File: src/rtl/fetch_arbiter_if.sv
// Fetch channel bundle: per-core fetch request/response plus the shared
// instruction-memory request/response handshake.
interface fetch_arbiter_if #(
    parameter int NUM_CORES      = 4,
    parameter int MEM_ADDR_WIDTH = 8,
    parameter int MEM_DATA_WIDTH = 16
);
    logic [NUM_CORES-1:0]                fetch_req_val;
    logic [NUM_CORES*MEM_ADDR_WIDTH-1:0] fetch_req_addr;
    logic [NUM_CORES-1:0]                fetch_req_rdy;
    logic [NUM_CORES-1:0]                fetch_resp_val;
    logic [MEM_DATA_WIDTH-1:0]           fetch_resp_inst;
    logic [NUM_CORES-1:0]                fetch_resp_rdy;
    logic                                mem2fetch_req_val;
    logic                                mem2fetch_req_rdy;
    logic [MEM_ADDR_WIDTH-1:0]           mem2fetch_req_addr;
    logic                                mem2fetch_resp_val;
    logic                                mem2fetch_resp_rdy;
    logic [MEM_DATA_WIDTH-1:0]           mem2fetch_resp_inst;

    modport slave (
        input  fetch_req_val,
        input  fetch_req_addr,
        output fetch_req_rdy,
        output fetch_resp_val,
        output fetch_resp_inst,
        input  fetch_resp_rdy,
        output mem2fetch_req_val,
        input  mem2fetch_req_rdy,
        output mem2fetch_req_addr,
        input  mem2fetch_resp_val,
        output mem2fetch_resp_rdy,
        input  mem2fetch_resp_inst
    );

    modport master (
        output fetch_req_val,
        output fetch_req_addr,
        input  fetch_req_rdy,
        input  fetch_resp_val,
        input  fetch_resp_inst,
        output fetch_resp_rdy,
        input  mem2fetch_req_val,
        output mem2fetch_req_rdy,
        input  mem2fetch_req_addr,
        output mem2fetch_resp_val,
        input  mem2fetch_resp_rdy,
        output mem2fetch_resp_inst
    );
endinterface

File: src/rtl/fetch_arbiter.sv
// Round-robin arbiter sharing one instruction-memory channel among
// NUM_CORES fetchers; one transaction in flight at a time.
module fetch_arbiter #(
    parameter int NUM_CORES      = 4,
    parameter int MEM_ADDR_WIDTH = 8,
    parameter int MEM_DATA_WIDTH = 16,
    localparam int GW = (NUM_CORES > 1) ? $clog2(NUM_CORES) : 1
) (
    input  logic          clk,
    input  logic          reset,
    fetch_arbiter_if.slave bus,
    output logic          busy,
    output logic [GW-1:0] grant_id
);

    typedef enum logic [1:0] {
        IDLE,
        MEM_REQ,
        MEM_WAIT,
        CORE_RESP
    } state_t;

    state_t                    state_q, state_d;
    logic [GW-1:0]             rr_q, rr_d;
    logic [GW-1:0]             grant_q, grant_d;
    logic [GW-1:0]             sel;
    logic [MEM_ADDR_WIDTH-1:0] addr_q, addr_d, addr_sel;
    logic [MEM_DATA_WIDTH-1:0] inst_q, inst_d;
    logic                      any_req;

    // Walk downward so the candidate closest to rr_q wins last.
    always_comb begin : pick
        logic [GW-1:0] idx;
        idx     = '0;
        sel     = rr_q;
        any_req = 1'b0;
        for (int i = NUM_CORES - 1; i >= 0; i--) begin
            idx = GW'((int'(rr_q) + i) % NUM_CORES);
            if (bus.fetch_req_val[idx]) begin
                sel     = idx;
                any_req = 1'b1;
            end
        end
    end

    always_comb begin : addr_mux
        addr_sel = '0;
        for (int c = 0; c < NUM_CORES; c++) begin
            if (sel == GW'(c)) begin
                addr_sel = bus.fetch_req_addr[c*MEM_ADDR_WIDTH +: MEM_ADDR_WIDTH];
            end
        end
    end

    always_comb begin : fsm
        state_d                = state_q;
        rr_d                   = rr_q;
        grant_d                = grant_q;
        addr_d                 = addr_q;
        inst_d                 = inst_q;
        bus.fetch_req_rdy      = '0;
        bus.fetch_resp_val     = '0;
        bus.mem2fetch_req_val  = 1'b0;
        bus.mem2fetch_resp_rdy = 1'b0;
        unique case (state_q)
            IDLE: begin
                if (any_req) begin
                    bus.fetch_req_rdy = NUM_CORES'(1) << sel;
                    grant_d           = sel;
                    addr_d            = addr_sel;
                    state_d           = MEM_REQ;
                end
            end
            MEM_REQ: begin
                bus.mem2fetch_req_val = 1'b1;
                if (bus.mem2fetch_req_rdy) begin
                    state_d = MEM_WAIT;
                end
            end
            MEM_WAIT: begin
                bus.mem2fetch_resp_rdy = 1'b1;
                if (bus.mem2fetch_resp_val) begin
                    inst_d  = bus.mem2fetch_resp_inst;
                    state_d = CORE_RESP;
                end
            end
            CORE_RESP: begin
                bus.fetch_resp_val = NUM_CORES'(1) << grant_q;
                if (bus.fetch_resp_rdy[grant_q]) begin
                    rr_d    = (grant_q == GW'(NUM_CORES - 1)) ? '0
                                                              : grant_q + GW'(1);
                    state_d = IDLE;
                end
            end
            default: state_d = IDLE;
        endcase
        // Handshakes stay quiet for the whole reset window.
        if (reset) begin
            bus.fetch_req_rdy      = '0;
            bus.fetch_resp_val     = '0;
            bus.mem2fetch_req_val  = 1'b0;
            bus.mem2fetch_resp_rdy = 1'b0;
        end
    end

    always_ff @(posedge clk) begin
        if (reset) begin
            state_q <= IDLE;
            rr_q    <= '0;
            grant_q <= '0;
            addr_q  <= '0;
            inst_q  <= '0;
        end else begin
            state_q <= state_d;
            rr_q    <= rr_d;
            grant_q <= grant_d;
            addr_q  <= addr_d;
            inst_q  <= inst_d;
        end
    end

    assign busy                   = (state_q != IDLE) && !reset;
    assign grant_id               = grant_q;
    assign bus.mem2fetch_req_addr = addr_q;
    assign bus.fetch_resp_inst    = inst_q;

endmodule

File: src/flat_wrapper.sv
// flat-port wrapper written by rule: the top's interface ports become plain ports
module fetch_arbiter_flat 
#(
    parameter int NUM_CORES      = 4,
    parameter int MEM_ADDR_WIDTH = 8,
    parameter int MEM_DATA_WIDTH = 16,
    localparam int GW = (NUM_CORES > 1) ? $clog2(NUM_CORES) : 1
)
  (clk, reset, busy, grant_id, bus_fetch_req_val, bus_fetch_req_addr, bus_fetch_req_rdy, bus_fetch_resp_val, bus_fetch_resp_inst, bus_fetch_resp_rdy, bus_mem2fetch_req_val, bus_mem2fetch_req_rdy, bus_mem2fetch_req_addr, bus_mem2fetch_resp_val, bus_mem2fetch_resp_rdy, bus_mem2fetch_resp_inst);
  fetch_arbiter_if #(.NUM_CORES(NUM_CORES), .MEM_ADDR_WIDTH(MEM_ADDR_WIDTH), .MEM_DATA_WIDTH(MEM_DATA_WIDTH)) bus_i ();
  input  logic clk;
  input  logic reset;
  output logic busy;
  output logic [GW-1:0] grant_id;
  input wire logic [$bits(bus_i.fetch_req_val)-1:0] bus_fetch_req_val;
  input wire logic [$bits(bus_i.fetch_req_addr)-1:0] bus_fetch_req_addr;
  output wire logic [$bits(bus_i.fetch_req_rdy)-1:0] bus_fetch_req_rdy;
  output wire logic [$bits(bus_i.fetch_resp_val)-1:0] bus_fetch_resp_val;
  output wire logic [$bits(bus_i.fetch_resp_inst)-1:0] bus_fetch_resp_inst;
  input wire logic [$bits(bus_i.fetch_resp_rdy)-1:0] bus_fetch_resp_rdy;
  output wire logic [$bits(bus_i.mem2fetch_req_val)-1:0] bus_mem2fetch_req_val;
  input wire logic [$bits(bus_i.mem2fetch_req_rdy)-1:0] bus_mem2fetch_req_rdy;
  output wire logic [$bits(bus_i.mem2fetch_req_addr)-1:0] bus_mem2fetch_req_addr;
  input wire logic [$bits(bus_i.mem2fetch_resp_val)-1:0] bus_mem2fetch_resp_val;
  output wire logic [$bits(bus_i.mem2fetch_resp_rdy)-1:0] bus_mem2fetch_resp_rdy;
  input wire logic [$bits(bus_i.mem2fetch_resp_inst)-1:0] bus_mem2fetch_resp_inst;
  assign bus_i.fetch_req_val = bus_fetch_req_val;
  assign bus_i.fetch_req_addr = bus_fetch_req_addr;
  assign bus_fetch_req_rdy = bus_i.fetch_req_rdy;
  assign bus_fetch_resp_val = bus_i.fetch_resp_val;
  assign bus_fetch_resp_inst = bus_i.fetch_resp_inst;
  assign bus_i.fetch_resp_rdy = bus_fetch_resp_rdy;
  assign bus_mem2fetch_req_val = bus_i.mem2fetch_req_val;
  assign bus_i.mem2fetch_req_rdy = bus_mem2fetch_req_rdy;
  assign bus_mem2fetch_req_addr = bus_i.mem2fetch_req_addr;
  assign bus_i.mem2fetch_resp_val = bus_mem2fetch_resp_val;
  assign bus_mem2fetch_resp_rdy = bus_i.mem2fetch_resp_rdy;
  assign bus_i.mem2fetch_resp_inst = bus_mem2fetch_resp_inst;
  fetch_arbiter #(.NUM_CORES(NUM_CORES), .MEM_ADDR_WIDTH(MEM_ADDR_WIDTH), .MEM_DATA_WIDTH(MEM_DATA_WIDTH)) u_core (.clk(clk), .reset(reset), .bus(bus_i), .busy(busy), .grant_id(grant_id));
endmodule
File: config.mk
export PLATFORM = sky130hd
export DESIGN_NAME = fetch_arbiter_flat
export DESIGN_NICKNAME = d
export VERILOG_FILES = /design/src/rtl/fetch_arbiter_if.sv /design/src/rtl/fetch_arbiter.sv /design/src/flat_wrapper.sv
export SDC_FILE = /design/constraint.sdc
export NUM_CORES = 1
export LEC_CHECK = 0
export CELL_PAD_IN_SITES_DETAIL_PLACEMENT = 1
export CELL_PAD_IN_SITES_GLOBAL_PLACEMENT = 2
export CORE_UTILIZATION = 18
export CTS_BUF_LIST = sky130_fd_sc_hd__clkbuf_4
export DETAILED_ROUTE_END_ITERATION = 10
export GPL_TIMING_DRIVEN = 0
export PLACE_DENSITY_LB_ADDON = 0.1
export SYNTH_ARGS = -nofsm -noshare
export SYNTH_HDL_FRONTEND = slang
export SYNTH_SLANG_ARGS = --single-unit
File: constraint.sdc
create_clock -name clk -period 1.84 [get_ports clk]
set_clock_uncertainty 0.05 [all_clocks]
set_input_delay 0.368 -clock clk [delete_from_list [all_inputs] [get_ports clk]]
set_output_delay 0.368 -clock clk [all_outputs]
set_load 0.03 [all_outputs]
Word-level counts from Yosys, hierarchy flattened
Index checks and enable logic that the tools add are counted.
- bits in registers: 30
- latch bits: 0
- RAM bits: 0
- memory bits (read-only): 0
- output and inout bits: 37
- word-level logic and storage cells: 73
- memories kept: 0
- add/sub/neg operators: 4
- multiply operators: 0
- divide/modulo/power cells: 0
- order comparisons: 5
- equality and inequality tests: 11
- shifts and indexed selects: 2
- mux-type cells: 37
- bitwise operators: 0
- reductions and logical operators: 9
- operators with widths (cell ; number):
    $mux W8 ; 4
    $mux W4 ; 5
    $mux W2 ; 9
    $lt A2 B3 Y1 const B ; 5
    $mux W1 ; 13
    $bmux W1 S2 ; 5
    $eq A2 B2 Y1 const B ; 5
    $pmux W2 S4 ; 1
    $shl A1 B2 Y4 const A ; 2
    $reduce_and A2 Y1 ; 3
    $add A2 B1 Y2 const B ; 2
    $add A2 B2 Y2 const B ; 2
    $eq A2 B1 Y1 const B ; 2
    $logic_not A2 Y1 ; 2
    $ne A2 B1 Y1 const B ; 2
    $ne A2 B2 Y1 const B ; 2
    $reduce_and A4 Y1 ; 1
    $reduce_bool A2 Y1 ; 1
    $logic_and A1 B1 Y1 ; 1
    $logic_not A1 Y1 ; 1

Logic depth before layout (Yosys ltp)
- word-level depth: 12
- mapped depth: 7
- gate-level depth less buffers: 6

Worst setup path after synthesis
No wires, ideal clock.
- kind: flip-flop to output port
- start point: reg u_core.state_q[0]
- end point: out bus_fetch_req_rdy[0]
- arrival: 1699 ps
- required time: 1422 ps
- path slack: -277 ps
- stages on the path, launching flop included: 8
- path through: dfxtp_1 -> inv_1 -> ha_1 -> nor2b_1 -> and2b_1 -> nand2b_1 -> buf_4 -> nor2_1
- word-level cells in the longest chain between the ends: 3
- ends and longest elaborated chain (element ; RTL line ; RTL):
    start, declared ; fetch_arbiter.sv:23 ; state_t state_q, state_d;
    start signal, assigned ; fetch_arbiter.sv:114 ; state_q <= state_d;
    $logic_not A2 Y1 ; fetch_arbiter.sv:65 ; unique case (state_q)
    $mux W4 ; fetch_arbiter.sv:65 ;
    $mux W4 ; fetch_arbiter.sv:98 ; if (reset) begin
    end, declared ; flat_wrapper.sv:17 ; output wire logic [$bits(bus_i.fetch_req_rdy)-1:0] bus_fetch_req_rdy;
Every way passes these cells.

Worst setup path after layout
- start point: reg u_core.state_q[0]
- end point: out bus_fetch_req_rdy[3]
The elaborated chain is that of the path after synthesis.

==> flow_summary.yaml <==
clock_network:
  clkSlewWorstSetupHoldPaths_ns: 0.10
  cts_made_buffers: 5
  cts_hold_buffers: 0
  cts-root-buf: "clkbuf_4"
  clk_path_buf_depth: 2
  cts.sinks: 30
  clk_latency_ns: 0.33
  tritoncts: "done"
  cts-htree-levels: 2
finish:
  post-route-util: 0.369
  layout-drive-gt1-share: 0.318
  final_area_um2: 3220
  area_growth_syn_to_layout_pct: 97.9
  layout.nets: 382
  num_antenna_cells: 0
min_path:
  holdCritPathClass: "in -> reg"
yosys:
  synth.largest_area_cell: "dfxtp_1"
  synth_top_area_share: 0.369
  avgSynthCellArea_um2: 8.70
  ys_ff_latch: 30
  synth_seq_area_share: 0.369
  synth_nets: 255
  synthTopCellsByCount: "nand2_1, dfxtp_1, mux2i_1, a21oi_1"
  synthArstFlopShare: 0
  ys_types: 31
  yosys-top-cells-area: "dfxtp_1, mux2i_1, nand2_1"
  synth.most_common_cell: "nand2_1"
  synth_ff_type: "dfxtp_1"
  synth_edf_count: 0
  synthCells: 187
  yosysWarningCount: 0
  netlist_area_um2: 1630
floorplanning:
  io_pins: 97
  initial_core_util: 0.187
  fp.dieArea_um2: 9420
  die_w_um: 97.1
  core_um2: 8720
  num_rows: 34
  die_h_um: 97.1
route:
  avgRoutedWirePerCell_um: 14.4
  wl_mm: 6.06
  vias_per_cell: 4.32
  vias: 1823
  antenna_left: 0
  drt-pass1-iter-count: 4
  drc: 0
  drt_iter0_markers: 23
setup_path:
  worst_ep_required_time_ns: 1.42
  r2r_slack_ns: 0.09
  startpoint: "u_core.state_q[0]"
  end_kind: "primary output"
  arrival_ns: 1.64
  cp-start-kind: "register"
  ff2ff_path_depth: 8
  critPathKind: "reg -> out"
  crit_end: "bus_fetch_req_rdy[3]"
  timing.rr.end: "u_core.bus.mem2fetch_req_addr[7]"
  r2r-start: "u_core.rr_q[0]"
  crit_fanout: 4
placed_design:
  place_ws_ns: -1.30
  gp_congestion: 0.693
  io_buffers: 95
  place_area_um2: 2760
  hpwl_mm: 4.44
pwr:
  p_leak_nw: 1.47
  power.density_nw_per_um2: 928
  irDropWorstVdd_mv: 0.457
  fin_total_pwr_w: 0.00299
global_route:
  grt_max_degree: 11
  grt_pass1_wl_mm: 9.90
  grt_use_total: 0.131
  overflow: 0
  grt_pass1_vias: 1889
  antenna_found_initial: 0
status:
  status: "finished, violations left"
  violations: "setup timing"
sta:
  finalSetupViolations: 4
  post-route-worst-setup-slack_ns: -0.217
  grt_setup_unrepaired: "yes"
  hold_viol: 0
  whs_ns: 0.361
  slew_headroom: 0.609
  fin_crit_sh: 1.12
  worstMarginPinSlew_ns: 0.585
  period_needed_ns: 2.06
  max_freq_mhz: 486
  final_max_slew_viol_count: 0
run:
  drv_cap: 0
-- metrics by stage --
stage               instances  TNS, ns
floorplan                 187        0
global placement          390   -16.41
detailed placement        390   -15.93
CTS                       417   -0.991
global route              422    -1.18
finish                    422   -0.775
-- cells by family (layout without fill, tap and decap cells) --
group / count (synthesis) / in the layout / synth area share
multiplexers: 21 / 21 / 0.137
flip-flops: 30 / 30 / 0.369
AND/OR/NAND/NOR: 73 / 73 / 0.200
AO/OA/AOI/OAI: 35 / 35 / 0.175
adder cells (fa/ha/maj): 8 / 8 / 0.0615
buffers and inverters: 20 / 147 / 0.0577
-- per-layer routing --
metal,part of all wire,GRT usage,vias to the layer above
met2,0.47,0.216,65
met1,0.46,0.168,858
met5,0,0,-
met4,0.0091,0.0310,0
met3,0.061,0.0388,4
li1,-,-,896
-- state kept, by name, summed over array words and instances, names as in the netlist --
register / count
u_core.bus.mem2fetch_req_addr: 8
u_core.rr_q: 2
u_core.state_q: 2
u_core.bus.fetch_resp_inst: 16
u_core.grant_id: 2
-- how the worst min path moves through the flow --
stage,end,cells after the start,start,slack (ns)
6_report,u_core.state_q[0],2,reset,0.36
5_1_grt,u_core.state_q[0],2,reset,0.36
4_1_cts,u_core.state_q[0],2,reset,0.34
3_5_place_dp,u_core.bus.fetch_resp_inst[4],2,u_core.bus.fetch_resp_inst[4],0.40
2_1_floorplan,u_core.rr_q[0],2,u_core.rr_q[0],0.39
3_3_place_gp,u_core.bus.fetch_resp_inst[7],2,u_core.bus.fetch_resp_inst[7],0.39
-- cell usage in the layout, fill, tap and decap left out, types with 8 or more instances in the layout --
master            n
buf_4            26
mux2i_1          19
a21oi_1          18
o221ai_2          8
dfxtp_1          24
buf_6            14
clkdlybuf4s50_1  64
nand2_1          44
dlymetal6s2s_1   14
-- timing repair --
item | CTS | global route
gates resized for setup | 107 | 53
pin swaps | 10 | 9
gates cloned | 0 | 0
setup endpoints to repair | 33 | 43
setup buffers | 20 | 8
-- worst max-delay path, stage by stage, from the launching register on --
cell	delay, ns
dfxtp_2	0.37
inv_2	0.06
ha_4	0.16
nor2b_4	0.12
and2b_2	0.23
buf_6	0.13
nand2_8	0.07
nor2_4	0.03
buf_6	0.13
-- power breakdown --
group          switching, W  internal [W]  leakage (nW)  total [W]
Combinational      0.000807      0.000798          1.18    0.00160
Sequential        0.0000823      0.000775         0.248   0.000858
Clock              0.000249      0.000275        0.0387   0.000524
Total               0.00114       0.00185          1.47    0.00299
-- final cells by class --
| cell class | instances | area [um2] |
|---|---|---|
| Fill cell | 1010 | 5500 |
| Timing Repair Buffer | 123 | 1190 |
| Multi-Input combinational cell | 137 | 1110 |
| Sequential cell | 30 | 616 |
| Tap cell | 108 | 135 |
| Inverter | 11 | 46.3 |
| Buffer | 6 | 41.3 |
| Clock buffer | 5 | 37.5 |
| Clock inverter | 2 | 33.8 |
Note: power is estimated with default switching activity, not from simulation.
